[src/rtl/key_xlat_engine_pkg.sv]
// Shared types for the key/translate engine: opcodes, FSM states, defaults.
// Optional feature macro used by the top: BP_COUNT_EN.
package key_xlat_engine_pkg;

    localparam int DATA_WIDTH_DEF = 16;
    localparam int NUM_KEYS_DEF   = 8;
    localparam int XLAT_DW_DEF    = 8;
    localparam int TAG_WIDTH_DEF  = 2;
    localparam int DLY_WIDTH_DEF  = 4;

    typedef enum logic [3:0] {
        OP_NOP       = 4'd0,
        OP_RESET     = 4'd1,
        OP_STORE_DLY = 4'd2,
        OP_KEY_STORE = 4'd3,
        OP_STORE_TBL = 4'd4,
        OP_ROTL      = 4'd8,
        OP_ROTR      = 4'd9,
        OP_XOR       = 4'd10,
        OP_TBL       = 4'd11,
        OP_KS_ROTL   = 4'd12,
        OP_KS_ROTR   = 4'd13,
        OP_KS_XOR    = 4'd14,
        OP_KS_TBL    = 4'd15
    } operation_t;

    typedef enum logic [1:0] {
        ST_RST,
        ST_D1,
        ST_D2,
        ST_OUT
    } state_t;

    function automatic logic is_reserved(input logic [3:0] op);
        return (op >= 4'd5) && (op <= 4'd7);
    endfunction

endpackage

[src/rtl/key_xlat_engine_if.sv]
// Request/result handshake bundle between transactor, engine and checker.
// The engine uses the slave modport; the stimulus side uses master.
interface key_xlat_engine_if #(
    parameter int DATA_WIDTH = 16,
    parameter int NUM_KEYS   = 8,
    parameter int TAG_WIDTH  = 2
);
    localparam int KW = $clog2(NUM_KEYS);

    logic                  in_valid;
    logic                  in_ready;
    logic [3:0]            in_op;
    logic [KW-1:0]         in_key_sel;
    logic [TAG_WIDTH-1:0]  in_tag;
    logic [DATA_WIDTH-1:0] in_data;
    logic                  out_valid;
    logic                  out_ready;
    logic [DATA_WIDTH-1:0] out_result;
    logic [TAG_WIDTH-1:0]  out_tag;
    logic                  op_err;

    modport master (
        output in_valid, in_op, in_key_sel, in_tag, in_data, out_ready,
        input  in_ready, out_valid, out_result, out_tag, op_err
    );

    modport slave (
        input  in_valid, in_op, in_key_sel, in_tag, in_data, out_ready,
        output in_ready, out_valid, out_result, out_tag, op_err
    );

endinterface

[src/rtl/key_xlat_engine_xlat_table.sv]
// Translation table: one synchronous write port, NRD combinational reads.
// Contents are deliberately not reset.
module key_xlat_engine_xlat_table #(
    parameter int XLAT_DW = 8,
    parameter int NRD     = 2
) (
    input  logic                   clk,
    input  logic                   we_i,
    input  logic [XLAT_DW-1:0]     waddr_i,
    input  logic [XLAT_DW-1:0]     wdata_i,
    input  logic [NRD*XLAT_DW-1:0] raddr_i,
    output logic [NRD*XLAT_DW-1:0] rdata_o
);
    localparam int XLAT_SIZE = 2 ** XLAT_DW;

    logic [XLAT_DW-1:0] mem_q [XLAT_SIZE];

    always_ff @(posedge clk) begin
        if (we_i) mem_q[waddr_i] <= wdata_i;
    end

    for (genvar i = 0; i < NRD; i++) begin : g_rd
        assign rdata_o[i*XLAT_DW +: XLAT_DW] =
            mem_q[raddr_i[i*XLAT_DW +: XLAT_DW]];
    end

endmodule

[src/rtl/key_xlat_engine.sv]
// Key/translate execution engine: key file, xlat table, rotate/xor/translate.
// Define BP_COUNT_EN to add the bp_count backpressure cycle counter.
module key_xlat_engine
    import key_xlat_engine_pkg::*;
#(
    parameter int DATA_WIDTH = DATA_WIDTH_DEF,
    parameter int NUM_KEYS   = NUM_KEYS_DEF,
    parameter int XLAT_DW    = XLAT_DW_DEF,
    parameter int TAG_WIDTH  = TAG_WIDTH_DEF,
    parameter int DLY_WIDTH  = DLY_WIDTH_DEF
) (
    input  logic clk,
    input  logic reset,
`ifdef BP_COUNT_EN
    output logic [15:0] bp_count,
`endif
    key_xlat_engine_if.slave bus
);
    localparam int KW  = $clog2(NUM_KEYS);
    localparam int R   = $clog2(DATA_WIDTH);
    localparam int NRD = DATA_WIDTH / XLAT_DW;

    state_t                state_q;
    logic [3:0]            op_q;
    logic [KW-1:0]         sel_q;
    logic [TAG_WIDTH-1:0]  tag_q;
    logic [DATA_WIDTH-1:0] data_q;
    logic [DATA_WIDTH-1:0] keys_q [NUM_KEYS];
    logic [DLY_WIDTH-1:0]  dly_q;
    logic [DLY_WIDTH-1:0]  cnt_q;
    logic [DATA_WIDTH-1:0] res_q;
    logic [DATA_WIDTH-1:0] res_d;
    logic                  out_valid_q;
    logic                  op_err_q;
    logic [DATA_WIDTH-1:0] key_rd;
    logic [DATA_WIDTH-1:0] tbl_rd;
    logic                  tbl_we;

    function automatic logic [DATA_WIDTH-1:0] rotl(
        input logic [DATA_WIDTH-1:0] d, input logic [R-1:0] a);
        logic [2*DATA_WIDTH-1:0] w;
        w = {d, d} << a;
        return w[2*DATA_WIDTH-1:DATA_WIDTH];
    endfunction

    function automatic logic [DATA_WIDTH-1:0] rotr(
        input logic [DATA_WIDTH-1:0] d, input logic [R-1:0] a);
        logic [2*DATA_WIDTH-1:0] w;
        w = {d, d} >> a;
        return w[DATA_WIDTH-1:0];
    endfunction

    assign key_rd = keys_q[sel_q];
    assign tbl_we = (state_q == ST_D1) && (op_q == OP_STORE_TBL) && !reset;

    key_xlat_engine_xlat_table #(
        .XLAT_DW(XLAT_DW),
        .NRD    (NRD)
    ) u_tbl (
        .clk    (clk),
        .we_i   (tbl_we),
        .waddr_i(data_q[2*XLAT_DW-1:XLAT_DW]),
        .wdata_i(data_q[XLAT_DW-1:0]),
        .raddr_i(data_q),
        .rdata_o(tbl_rd)
    );

    always_comb begin
        res_d = '0;
        case (op_q)
            OP_ROTL, OP_KS_ROTL: res_d = rotl(data_q, key_rd[R-1:0]);
            OP_ROTR, OP_KS_ROTR: res_d = rotr(data_q, key_rd[R-1:0]);
            OP_XOR,  OP_KS_XOR:  res_d = data_q ^ key_rd;
            OP_TBL,  OP_KS_TBL:  res_d = tbl_rd;
            default:             res_d = '0;
        endcase
    end

    always_ff @(posedge clk) begin
        if (reset) begin
            state_q     <= ST_RST;
            op_q        <= OP_NOP;
            sel_q       <= '0;
            tag_q       <= '0;
            data_q      <= '0;
            dly_q       <= '0;
            cnt_q       <= '0;
            res_q       <= '0;
            out_valid_q <= 1'b0;
            op_err_q    <= 1'b0;
            for (int i = 0; i < NUM_KEYS; i++) keys_q[i] <= '0;
        end else begin
            op_err_q <= 1'b0;
            unique case (state_q)
                ST_RST: if (bus.in_valid) begin
                    op_q     <= bus.in_op;
                    sel_q    <= bus.in_key_sel;
                    tag_q    <= bus.in_tag;
                    data_q   <= bus.in_data;
                    op_err_q <= is_reserved(bus.in_op);
                    state_q  <= ST_D1;
                end
                ST_D1: begin
                    case (op_q)
                        OP_RESET: begin
                            dly_q <= '0;
                            for (int i = 0; i < NUM_KEYS; i++) keys_q[i] <= '0;
                        end
                        OP_STORE_DLY: dly_q <= data_q[DLY_WIDTH-1:0];
                        OP_KEY_STORE: keys_q[sel_q] <= data_q;
                        default: ;
                    endcase
                    // Opcodes 8..15 produce a result; everything else retires here.
                    if (op_q[3]) begin
                        res_q   <= res_d;
                        cnt_q   <= dly_q;
                        state_q <= ST_D2;
                    end else begin
                        state_q <= ST_RST;
                    end
                end
                ST_D2: begin
                    if (cnt_q == '0) begin
                        out_valid_q <= 1'b1;
                        state_q     <= ST_OUT;
                    end else begin
                        cnt_q <= cnt_q - 1'b1;
                    end
                end
                ST_OUT: if (bus.out_ready) begin
                    out_valid_q <= 1'b0;
                    state_q     <= ST_RST;
                    if (op_q[2]) keys_q[sel_q] <= res_q;
                end
                default: state_q <= ST_RST;
            endcase
        end
    end

`ifdef BP_COUNT_EN
    logic [15:0] bp_q;

    always_ff @(posedge clk) begin
        if (reset) begin
            bp_q <= '0;
        end else if (state_q == ST_D1 && op_q == OP_RESET) begin
            bp_q <= '0;
        end else if (out_valid_q && !bus.out_ready && bp_q != 16'hFFFF) begin
            bp_q <= bp_q + 16'd1;
        end
    end

    assign bp_count = bp_q;
`endif

    assign bus.in_ready   = (state_q == ST_RST);
    assign bus.out_valid  = out_valid_q;
    assign bus.out_result = res_q;
    assign bus.out_tag    = tag_q;
    assign bus.op_err     = op_err_q;

endmodule
[src/flat_wrapper.sv]
// flat-port wrapper written by rule: the top's interface ports become plain ports
module key_xlat_engine_flat import key_xlat_engine_pkg::*;
#(
    parameter int DATA_WIDTH = DATA_WIDTH_DEF,
    parameter int NUM_KEYS   = NUM_KEYS_DEF,
    parameter int XLAT_DW    = XLAT_DW_DEF,
    parameter int TAG_WIDTH  = TAG_WIDTH_DEF,
    parameter int DLY_WIDTH  = DLY_WIDTH_DEF
)
  (clk, reset, bus_in_valid, bus_in_op, bus_in_key_sel, bus_in_tag, bus_in_data, bus_out_ready, bus_in_ready, bus_out_valid, bus_out_result, bus_out_tag, bus_op_err);
  key_xlat_engine_if #(.DATA_WIDTH(DATA_WIDTH), .NUM_KEYS(NUM_KEYS), .TAG_WIDTH(TAG_WIDTH)) bus_i ();
  input  logic clk;
  input  logic reset;
  input wire logic [$bits(bus_i.in_valid)-1:0] bus_in_valid;
  input wire logic [$bits(bus_i.in_op)-1:0] bus_in_op;
  input wire logic [$bits(bus_i.in_key_sel)-1:0] bus_in_key_sel;
  input wire logic [$bits(bus_i.in_tag)-1:0] bus_in_tag;
  input wire logic [$bits(bus_i.in_data)-1:0] bus_in_data;
  input wire logic [$bits(bus_i.out_ready)-1:0] bus_out_ready;
  output wire logic [$bits(bus_i.in_ready)-1:0] bus_in_ready;
  output wire logic [$bits(bus_i.out_valid)-1:0] bus_out_valid;
  output wire logic [$bits(bus_i.out_result)-1:0] bus_out_result;
  output wire logic [$bits(bus_i.out_tag)-1:0] bus_out_tag;
  output wire logic [$bits(bus_i.op_err)-1:0] bus_op_err;
  assign bus_i.in_valid = bus_in_valid;
  assign bus_i.in_op = bus_in_op;
  assign bus_i.in_key_sel = bus_in_key_sel;
  assign bus_i.in_tag = bus_in_tag;
  assign bus_i.in_data = bus_in_data;
  assign bus_i.out_ready = bus_out_ready;
  assign bus_in_ready = bus_i.in_ready;
  assign bus_out_valid = bus_i.out_valid;
  assign bus_out_result = bus_i.out_result;
  assign bus_out_tag = bus_i.out_tag;
  assign bus_op_err = bus_i.op_err;
  key_xlat_engine #(.DATA_WIDTH(DATA_WIDTH), .NUM_KEYS(NUM_KEYS), .XLAT_DW(XLAT_DW), .TAG_WIDTH(TAG_WIDTH), .DLY_WIDTH(DLY_WIDTH)) u_core (.clk(clk), .reset(reset), .bus(bus_i));
endmodule
[config.mk]
export PLATFORM = sky130hd
export DESIGN_NAME = key_xlat_engine_flat
export DESIGN_NICKNAME = d
export VERILOG_FILES = /design/src/rtl/key_xlat_engine_pkg.sv /design/src/rtl/key_xlat_engine_if.sv /design/src/rtl/key_xlat_engine_xlat_table.sv /design/src/rtl/key_xlat_engine.sv /design/src/flat_wrapper.sv
export SDC_FILE = /design/constraint.sdc
export NUM_CORES = 2
export LEC_CHECK = 0
export CAP_MARGIN = 25
export CORE_MARGIN = 1
export CORE_UTILIZATION = 55
export DETAILED_ROUTE_END_ITERATION = 7
export PLACE_DENSITY = 0.79
export SYNTH_ARGS = -nofsm -noshare
export SYNTH_HDL_FRONTEND = slang
export SYNTH_SLANG_ARGS = --single-unit
[constraint.sdc]
create_clock -name clk -period 6.55 [get_ports clk]
set_input_delay 1.6375 -clock clk [delete_from_list [all_inputs] [get_ports clk]]
set_output_delay 1.6375 -clock clk [all_outputs]
set_load 0.01 [all_outputs]
After elaboration in Yosys (flattened, before gate mapping)
Memories as Yosys holds them, arrays and structs flattened. A register that Yosys moved wholly into a read port is not among the register bits.
Index checks and enable logic that the tools add are counted.
- register bits after elaboration: 53
- bits in read-only memories: 0
- memories kept: 2
- bits of input ports: 29
- latch bits: 0
- RAM bits: 2176
- output and inout bits: 21
- word-level logic and storage cells: 118
- memories (memory ; words ; width ; read ports ; clocked after memory_dff ; wr ports ; line ; source):
    u_core.u_tbl.mem_q ; 256 ; 8 ; 2 ; 2 ; 1 ; key_xlat_engine_xlat_table.sv:16 ; logic [XLAT_DW-1:0] mem_q [XLAT_SIZE];
    u_core.keys_q ; 8 ; 16 ; 1 ; 1 ; 8 ; key_xlat_engine.sv:28 ; logic [DATA_WIDTH-1:0] keys_q [NUM_KEYS];
- add/sub/neg operators: 1
- divide/modulo/power cells: 0
- reductions and logical operators: 21
- $lt $le $gt $ge: 2
- mux-type cells: 48
- multiply operators: 0
- bitwise logic cells: 12
- equality and inequality tests: 20
- shifts and indexed selects: 2
- operator list (kind ; number):
    $mux W16 ; 10
    $pmux W16 S4 ; 1
    $eq A4 B4 Y1 const B ; 8
    $mux W8 ; 4
    $shl A32 B4 Y32 ; 1
    $shr A32 B4 Y16 ; 1
    $mux W1 ; 20
    $pmux W4 S2 ; 2
    $reduce_or A16 Y1 ; 1
    $xor A16 B16 Y16 ; 1
    $mux W3 ; 3
    $or A1 B1 Y1 ; 9
    $reduce_and A3 Y1 ; 3
    $eq A4 B2 Y1 const B ; 2
    $mux W2 ; 4
    $mux W4 ; 2
    $pmux W2 S4 ; 1
    $reduce_or A2 Y1 ; 4
    $ne A2 B2 Y1 const B ; 3
    $reduce_and A2 Y1 ; 3
    $reduce_bool A2 Y1 ; 3
    $eq A2 B2 Y1 const B ; 2
    $eq A4 B1 Y1 const B ; 1
    $eq A4 B3 Y1 const B ; 1
    other kinds (12) ; 16

Logic depth before layout (Yosys ltp)
- depth after elaboration: 8
- mapped depth: 13
- mapped depth without buffers: 8

By module
A second synthesis with hierarchy kept.
- cell total of the unflattened synthesis: 5743
- area, all modules: 106554.7 µm²
- modules (own cells, without submodules) (module ; area an instance (µm²) ; cells each ; instances ; sequential area each (µm²)):
    key_xlat_engine_xlat_table ; 96652.7 ; 4831 ; 1 ; 61499.0
    key_xlat_engine ; 9902.0 ; 912 ; 1 ; 4964.8

Least setup slack after synthesis
Ideal clock, no wire load.
- kind: register to register
- from: reg u_core.data_q[1]
- to: reg u_core.res_q[5] (netlist: u_core.bus.out_result[5])
- stages on the path, launching flop included: 8
- buffers on the path: 1
- setup time: 0.091 ns
- data arrival time: 4.703 ns
- data required time: 6.459 ns
- setup slack: 1.756 ns
- period minus slack after synthesis: 4.794 ns
- path through: dfxtp_1 -> buf_1 -> mux2i_1 -> o22ai_1 -> nor2_1 -> a211oi_1 -> nor3_1 -> a311oi_1
- longest elaborated chain between the ends: 2
- elaborated cells on any way between the ends: 3
- classes of those cells: shift: 2; mux: 1
- RTL lines (what ; line ; source):
    start, declared ; key_xlat_engine.sv:27 ; logic [DATA_WIDTH-1:0] data_q;
    start signal, assigned ; key_xlat_engine.sv:99 ; data_q <= bus.in_data;
    $shr A32 B4 Y16 or $shl A32 B4 Y32 (tied branches) ; key_xlat_engine.sv:49, key_xlat_engine.sv:42 ;
    $pmux W16 S4 (*) ; key_xlat_engine.sv:70 ; case (op_q)
    end signal, assigned ; key_xlat_engine.sv:115 ; res_q <= res_d;
    end, declared ; key_xlat_engine.sv:31 ; logic [DATA_WIDTH-1:0] res_q;
Mark *: on every way between the ends. The rest lies on a longest branch, timed or not.
A chain may end at the register's enable or synchronous reset.

==> run summary <==
outcome - complete, but fails checks
CTS Hold Bufs - 0
EDFF count, synth - 2176
top cell type by total area after synthesis - edfxtp_1
Max Clock Freq - 226 MHz
largest net degree at the start of global routing - 191
Worst Path Required - 7340 ps
layout cells sized above 1 - 0.332
worst-path fanout max - 43
antenna violations before repair - 13
critical path arrival - 5210 ps
IO Port Bufs - 49
syn_area_per_cell - 19.9 sq um
Peak VDD IR - 0.000231 V
CTS Root Cell - clkbuf_16
worst relative slew slack - 0.144
Final Hold Vio Count - 0
post-synth top area share - 0.622
Post-CTS Resized - 0
Clock Skew - 46.6 ps
GRT Overall Usage - 0.333
period utilization - 0.676
max_cap viols - 0
Die Span X - 439 microns
final WL - 319000 microns
commonest cells in the netlist - edfxtp_1, mux4_2, nor2_1
Core Box Area - 190000 sq um
CTS buffer count - 213
violated checks - design-rule violations
clock sinks - 2248
P_leak - 35.0 nW
DRT iter0 DRCs - 11054
crit path cell chain - nand2_1 -> o221ai_1 -> o22ai_1 -> a2111oi_0 -> nor3_1 -> a21oi_1 -> nand2_1 -> a311oi_1
setup bufs post-CTS - 0
synth unique cells - 61
sequential element share of the synthesized area - 0.636
setup TNS - 0 ps
fin nets - 5327
mapped cell area - 105000 sq um
Hold Crit Class - reg2reg
CP max stage delay - 1080 ps
Via-to-Cell Ratio - 7.70
DP Wirelength - 205000 microns
total gr overflow - 0
cell row count - 160
Slew Limit Fails - 0
drt drc - 40
Initial DRT Pass Iterations - 8
DP Area - 108000 sq um
wire length per cell - 39.9 microns
worst path buffer plus inverter count - 0
Yosys reg bits - 2248
DR vias - 61578
CTS tree - built
Post-Synthesis Cells - 5290
Tmin final - 4430 ps
main area contributors after synthesis - edfxtp_1, mux4_2, nor2_1
Placer Congestion - 1.01
RSZ-0062 raised after global routing - no
wire length of the first global-routing pass - 451000 microns
total of warnings raised by yosys - 0
clock tree buffer depth - 3
area delta synth->final - 9.87%
crit start category - register
Top delay family on crit path - compound AO/OA/AOI/OAI gates
Clock Pin Slew Worst Setup and Hold Paths - 70 ps
vias in the first global route - 59579
slowest cell on the critical path - dfxtp_4
ys async rst share - 0
final setup violation count - 0
Setup Crit Path Kind - reg2reg
P per Cell Area - 273 nW/um^2
Slew @ Worst Pin - 1280 ps
syn nets - 5324
crit path capture type - register
Post-synth top flop - edfxtp_1
post-detailed-route count of antenna-violating nets - 0
CP most frequent cell - nand2_1
insertion delay to the later sink of the worst-skew pair - 880 ps
H-tree depth - 4
count leader, synth - edfxtp_1
Chip Height - 439 microns
Fill cells - 12615
I/O Pins - 50
post-route cell area - 115000 sq um
Initial Util - 0.553
die area - 193000 sq um
-- worst paths after layout --
kind,from,end,slack [ps],cells after the start
setup reg to reg,register,u_core.bus.out_result[3],2120,8
setup / recovery,register,u_core.bus.out_result[3],2120,8
hold / removal,u_core.bus.out_tag[1],u_core.bus.out_tag[1],460,2
hold reg to reg,u_core.bus.out_tag[1],u_core.bus.out_tag[1],460,2
-- layout by cell type, fill, tap and decap left out, drive strengths merged, types with 12 or more instances in the layout --
cell type      count
nor2             471
clkbuf           249
o21ai             40
nor3              27
clkinvlp          23
mux2i            122
bufinv            16
nor2b             23
nand2            172
dfxtp             72
xor2              15
o22ai             89
edfxtp          2176
nand3             42
clkinv           104
a31oi             13
mux4            1274
buf              169
a22oi             80
inv               19
o221ai            31
a21oi             71
and2              12
clkdlybuf4s50     48
-- registers in the layout, summed over array words and instances, names as in the netlist, named ones only --
| name | flops |
|---|---|
| u_core.keys_q | 128 |
| u_core.u_tbl.mem_q | 2048 |
| u_core.data_q | 16 |
| u_core.bus.out_valid | 1 |
| u_core.sel_q | 3 |
| u_core.bus.out_tag | 2 |
| u_core.dly_q | 4 |
| u_core.state_q | 1 |
| u_core.op_q | 4 |
| u_core.bus.op_err | 1 |
| u_core.bus.out_result | 16 |
| u_core.cnt_q | 4 |
-- worst reg2reg max path: stages (launching register included) --
cell       delay [ps]
dfxtp_4          1080
nand2_1          1120
o221ai_1          820
o22ai_1           180
a2111oi_0         400
nor3_1            210
a21oi_1           150
nand2_1            90
a311oi_1          280
-- layout make-up --
type,instances,area [sq um],area share
Sequential cell,2248,66900,0.579
Multi-Input combinational cell,2601,36100,0.313
Clock buffer,248,5500,0.0477
Tap cell,2511,3140,0.0272
Timing Repair Buffer,218,2320,0.0201
Clock inverter,151,1380,0.0120
Inverter,11,48.8,0.000423
Antenna cell,8,20.0,0.000173
-- kinds of logic (layout without fill, tap and decap cells) --
kind of cell / Yosys count / count (layout) / share of synthesized area
AO/OA/AOI/OAI: 374 / 374 / 0.0237
XOR/XNOR: 15 / 15 / 0.00125
adder cells (fa/ha/maj): 5 / 5 / 0.000596
buffers and inverters: 441 / 628 / 0.0205
flip-flops: 2248 / 2248 / 0.636
multiplexers: 1407 / 1407 / 0.286
other: 0 / 8 / 0
AND/OR/NAND/NOR: 800 / 800 / 0.0317
-- per-layer routing --
| layer | vias to the layer above | wire length, microns | track usage |
|---|---|---|---|
| met3 | 1040 | 51200 | 0.124 |
| li1 | 22770 | - | - |
| met1 | 31844 | 106000 | 0.443 |
| met2 | 5906 | 144000 | 0.491 |
| met5 | - | 165 | 0.00347 |
| met4 | 18 | 18500 | 0.155 |
-- power breakdown --
group	switching [mW]	internal [mW]	total, mW
sequential	0.193	15.9	16.1
clock	5.61	6.70	12.3
combinational	1.90	1.26	3.16
total	7.71	23.8	31.5
-- stage by stage --
stage / cells / util / power, mW / worst slack, ps / hold WS (ps)
2_1_floorplan: 5290 / - / 18.3 / 1760 / 458
3_3_place_gp: 7576 / 0.569 / 19.4 / 1680 / 445
3_5_place_dp: 7582 / 0.570 / 19.4 / 1580 / 455
4_1_cts: 7981 / 0.606 / 31.4 / 2270 / 464
5_1_grt: 7989 / 0.607 / 32.1 / 2180 / 487
6_report: 7996 / 0.607 / 31.5 / 2120 / 463
(Power assumes the default switching activity.)
